===== src/rtl/lut_sweep.sv =====
// Loadable N-input truth table with single-shot evaluation and a full
// minterm sweep that also counts the true minterms.
module lut_sweep #(
  parameter int N = 3
) (
  input  logic         clk,
  input  logic         reset,
  input  logic         load_valid,
  input  logic         load_bit,
  output logic         load_ready,
  input  logic         eval_valid,
  input  logic [N-1:0] eval_in,
  input  logic         start,
  output logic         s,
  output logic         s_valid,
  output logic [N-1:0] idx,
  output logic         busy,
  output logic         table_ready,
  output logic         done,
  output logic [N:0]   ones_count
);

  localparam int T = 1 << N;
  localparam logic [N-1:0] K_LAST = N'(T - 1);
  localparam logic [N-1:0] K_ONE  = N'(1);

  typedef enum logic [1:0] {EMPTY, LOAD, READY, SWEEP} state_t;

  state_t         state_q, state_d;
  logic [T-1:0]   table_q, table_d;
  logic [N-1:0]   k_q, k_d;
  logic           s_q, s_d;
  logic           s_valid_q, s_valid_d;
  logic [N-1:0]   idx_q, idx_d;
  logic           done_q, done_d;
  logic           table_ready_q, table_ready_d;
  logic [N:0]     ones_q, ones_d;

  always_ff @(posedge clk or posedge reset) begin
    if (reset) state_q <= EMPTY;
    else       state_q <= state_d;
  end

  always_comb begin
    state_d = state_q;
    unique case (state_q)
      EMPTY: if (load_valid) state_d = LOAD;
      LOAD:  if (load_valid && (k_q == K_LAST)) state_d = READY;
      READY: begin
        if (start)           state_d = SWEEP;
        else if (load_valid) state_d = LOAD;
      end
      SWEEP: if (k_q == K_LAST) state_d = READY;
      default: state_d = EMPTY;
    endcase
  end

  // Sweep entry already emits minterm 0 so results start one cycle after start.
  always_comb begin
    table_d       = table_q;
    k_d           = k_q;
    s_d           = s_q;
    idx_d         = idx_q;
    s_valid_d     = 1'b0;
    done_d        = 1'b0;
    table_ready_d = table_ready_q;
    ones_d        = ones_q;
    unique case (state_q)
      EMPTY: begin
        if (load_valid) begin
          table_d[0]    = load_bit;
          k_d           = K_ONE;
          table_ready_d = 1'b0;
        end
      end
      LOAD: begin
        if (load_valid) begin
          table_d[k_q] = load_bit;
          if (k_q == K_LAST) begin
            k_d           = '0;
            table_ready_d = 1'b1;
          end else begin
            k_d = k_q + K_ONE;
          end
        end
      end
      READY: begin
        if (start) begin
          s_d       = table_q[0];
          idx_d     = '0;
          s_valid_d = 1'b1;
          ones_d    = (N+1)'(table_q[0]);
          k_d       = K_ONE;
        end else if (load_valid) begin
          table_d[0]    = load_bit;
          k_d           = K_ONE;
          table_ready_d = 1'b0;
        end else if (eval_valid) begin
          s_d       = table_q[eval_in];
          idx_d     = eval_in;
          s_valid_d = 1'b1;
        end
      end
      SWEEP: begin
        s_d       = table_q[k_q];
        idx_d     = k_q;
        s_valid_d = 1'b1;
        ones_d    = ones_q + (N+1)'(table_q[k_q]);
        if (k_q == K_LAST) begin
          k_d    = '0;
          done_d = 1'b1;
        end else begin
          k_d = k_q + K_ONE;
        end
      end
      default: ;
    endcase
  end

  always_ff @(posedge clk or posedge reset) begin
    if (reset) begin
      table_q       <= '0;
      k_q           <= '0;
      s_q           <= 1'b0;
      s_valid_q     <= 1'b0;
      idx_q         <= '0;
      done_q        <= 1'b0;
      table_ready_q <= 1'b0;
      ones_q        <= '0;
    end else begin
      table_q       <= table_d;
      k_q           <= k_d;
      s_q           <= s_d;
      s_valid_q     <= s_valid_d;
      idx_q         <= idx_d;
      done_q        <= done_d;
      table_ready_q <= table_ready_d;
      ones_q        <= ones_d;
    end
  end

  always_comb begin
    busy       = (state_q == LOAD) || (state_q == SWEEP);
    load_ready = (state_q != SWEEP);
  end

  assign s           = s_q;
  assign s_valid     = s_valid_q;
  assign idx         = idx_q;
  assign done        = done_q;
  assign table_ready = table_ready_q;
  assign ones_count  = ones_q;

endmodule


===== config.mk =====
export PLATFORM = sky130hd
export DESIGN_NAME = lut_sweep
export DESIGN_NICKNAME = d
export VERILOG_FILES = /design/src/rtl/lut_sweep.sv
export SDC_FILE = /design/constraint.sdc
export NUM_CORES = 1
export LEC_CHECK = 0
export CAP_MARGIN = 0
export CORE_MARGIN = 2
export CORE_UTILIZATION = 50
export DETAILED_ROUTE_END_ITERATION = 6
export PLACE_DENSITY = 0.75
export SETUP_SLACK_MARGIN = 0.1
export SYNTH_ARGS = -nofsm -noshare
export SYNTH_HDL_FRONTEND = slang
export SYNTH_SLANG_ARGS = --single-unit

===== constraint.sdc =====
create_clock -name clk -period 2.99 [get_ports clk]
set_clock_uncertainty 0.2 [all_clocks]
set_input_delay 0.598 -clock clk [delete_from_list [all_inputs] [get_ports clk]]
set_output_delay 0.598 -clock clk [all_outputs]
set_load 0.005 [all_outputs]

==> reports/metrics.cfg, run 1 <==
[status]
outcome=completed

[routing]
via_count=1066
via_per_inst=5.89
ant_nets=0
routedWlPerCell_um=15.1
wirelength_um=2730
drt_iter0_drc=18
dr.pass1.iters=5
drc_errors=0

[placement]
pre_cts_ws_ns=0.411
portBuffers=21
dp_hpwl_um=1970
place_congestion=0.873
dpl.cell_count=178

[clocking]
cts_hold_buffers=0
post_cts_resized=0
h-tree-depth=1
clock_path_buffers=2
clock_sinks=24
clockRootBuffer=clkbuf_4
path_clk_slew_ns=0.14
cts_buffers=3
post_cts_buffers=0
cts_tree=done
insertion_delay_ns=0.31

[global_routing]
grt_pass1_vias=1017
grt_max_degree=25
grt_pass1_wl_um=4350
antenna_found_initial=0
track_usage_pct=17.3
grt_remaining_overflow=0

[sta]
clock.fmax_ghz=0.377
slew_viol_final=0
timing.setup.tns_ns=0
setup_viol=0
finalCritPeriodShare_pct=88.8
rsz0062_at_grt=false
worst_pin_slew_ns=0.710
hold_ws_ns=0.291
setup_ws_ns=0.336
hold_violations=0
layout_min_cycle_time_ns=2.65
slew_headroom_pct=52.1

[worst_setup_path]
crit_required_ns=2.19
crit_chain=and2_1, inv_1, clkdlybuf4s50_1
critical_path.endpoint_type=primary output
ff2ff_setup_slack_ns=0.37
cp_num_buf_inv=2
critPathKind=flip-flop to primary output
path_delay_family=flip-flops
cp-start-kind=flip-flop
crit_fanout=15
reg2reg_depth=7
slowest_stage=dfrtp_1
worstReg2RegStart=k_q[0]$_DFFE_PP0P_
critPathMaxStageDelay_ns=0.62
arrival_ns=1.86
timing.rr.end=ones_count[2]$_DFFE_PP0P_

[power]
powerDensity_nw_per_um2=897
vdd_ir_drop_max_mv=0.766
p_leak_uw=0.000693
power_uw=1440

[die]
start_util_pct=53.9
die_w_um=56.2
die_height_um=56.2
ioPinCount=22
coreArea_um2=2520
dieArea_um2=3150
rows=18

[yosys]
synth.distinct_cells=37
yosysWarnings=0
syn_area_um2=1360
synth_nets=147
synth.ff_latch_count=24
synth-edff-count=0
synth_xor_area_share_pct=0
synth_ff_type=dfrtp_1
synthMuxAreaShare_pct=13.4
avgSynthCellArea_um2=10.1
synth_compound_area_share_pct=14.4
ys_seq_area_share_pct=44.2
synth_cells=134
async_flop_share_pct=100
synth_top_family_by_area=simple AND/OR/NAND/NOR gates
synth_simple_gate_area_share_pct=19.0
synthAdderAreaFrac_pct=3.68

[min_path]
hold-path-endpoint=idx[1]$_DFFE_PP0P_
hp-class=flip-flop to flip-flop
hold_depth=2
hp-start=idx[1]$_DFFE_PP0P_

[layout]
drive_gt1_share_pct=12.6
final_nets=166
antenna_cells=0
layout_commonest_cell=dfrtp_1
syn2layout_area_growth_pct=17.9
layout_common_cells=dfrtp_1, clkdlybuf4s50_1, nand2_1
stdcell_count=181
nFillCells=215

[job]
maxCapViolCount=0

-- per-layer routing --
layer,GRT usage (%),up-vias,wire [um]
met5,0,-,0
met4,7.14,0,49
met3,2.56,8,95
met2,28.2,31,1320
met1,22.8,509,1260
li1,-,518,-
-- cells by family after synthesis --
kind of cell	after synthesis
adders and majority gates	4
buffers and inverters	16
muxes	14
and+or+nand+nor	47
AOI/OAI and AO/OA	29
DFF	24
-- cell type report --
cell class,count,area [um2],share of cell area [%]
well taps,30,37.5,2.34
repair buffers,24,233,14.5
clock buffers,3,22.5,1.40
multi-input cells,94,688,42.9
inverters,6,22.5,1.40
flip-flops and latches,24,601,37.4
-- worst max path at each step --
stage	depth (start not counted)	slack, ns	end	from
5_1_grt	3	0.25	load_ready	state_q[1]$_DFFE_PP0P_
3_5_place_dp	7	0.41	ones_count[2]$_DFFE_PP0P_	k_q[0]$_DFFE_PP0P_
2_1_floorplan	8	0.67	ones_count[2]$_DFFE_PP0P_	k_q[0]$_DFFE_PP0P_
6_report	3	0.34	load_ready	state_q[1]$_DFFE_PP0P_
3_3_place_gp	7	0.52	ones_count[2]$_DFFE_PP0P_	k_q[0]$_DFFE_PP0P_
4_1_cts	3	0.34	load_ready	state_q[1]$_DFFE_PP0P_
-- cell usage after synthesis (3+ instances only) --
| library cell | instances | area, um2 |
|---|---|---|
| dfrtp_1 | 24 | 601 |
| nor2_1 | 5 | 18.8 |
| mux2_2 | 7 | 78.8 |
| o21ai_0 | 10 | 50.1 |
| a21oi_1 | 5 | 25.0 |
| nor3b_1 | 5 | 37.5 |
| nor3_1 | 4 | 20.0 |
| mux2i_1 | 4 | 40.0 |
| nor2b_1 | 3 | 18.8 |
| a22o_1 | 6 | 52.6 |
| clkbuf_1 | 6 | 22.5 |
| buf_2 | 3 | 15.0 |
| nand2_1 | 13 | 48.8 |
| nand3_1 | 4 | 20.0 |
| inv_1 | 6 | 22.5 |
| ha_1 | 4 | 50.1 |
-- report_power, final --
| group | total (uW) | switching (uW) | internal (uW) | leakage, uW |
|---|---|---|---|---|
| Sequential | 621 | 164 | 457 | 0.000286 |
| Clock | 144 | 96.9 | 47.0 | 0.0000138 |
| Combinational | 674 | 279 | 396 | 0.000394 |
-- per-stage QoR --
stage	instance area [um2]	utilization (%)
global placement	1580	62.7
global route	1600	63.6
detailed placement	1580	62.7
CTS	1600	63.6
floorplan	1360	-
finish	1600	63.6
-- worst register-to-register path: stages (launching register included) --
cell,delay (ns)
dfrtp_1,0.62
mux4_1,0.62
mux2_4,0.29
ha_1,0.21
ha_1,0.20
nand2_1,0.07
mux2i_1,0.08
a22o_1,0.23
-- state kept, by name, summed over array words and instances (netlist names) --
signal       cells
ones_count       4
table_ready      1
table_q          8
s_valid          1
done             1
k_q              3
idx              3
s                1
state_q          2
Note: power is estimated with default switching activity, not from simulation.
==> run 2: changes to the inputs <==
- GPL_ROUTABILITY_DRIVEN: unset -> 0
- SKIP_LAST_GASP: unset -> 1
==> results of run 2 <==
Final layout, timing and power as in run 1 (identical DEF).
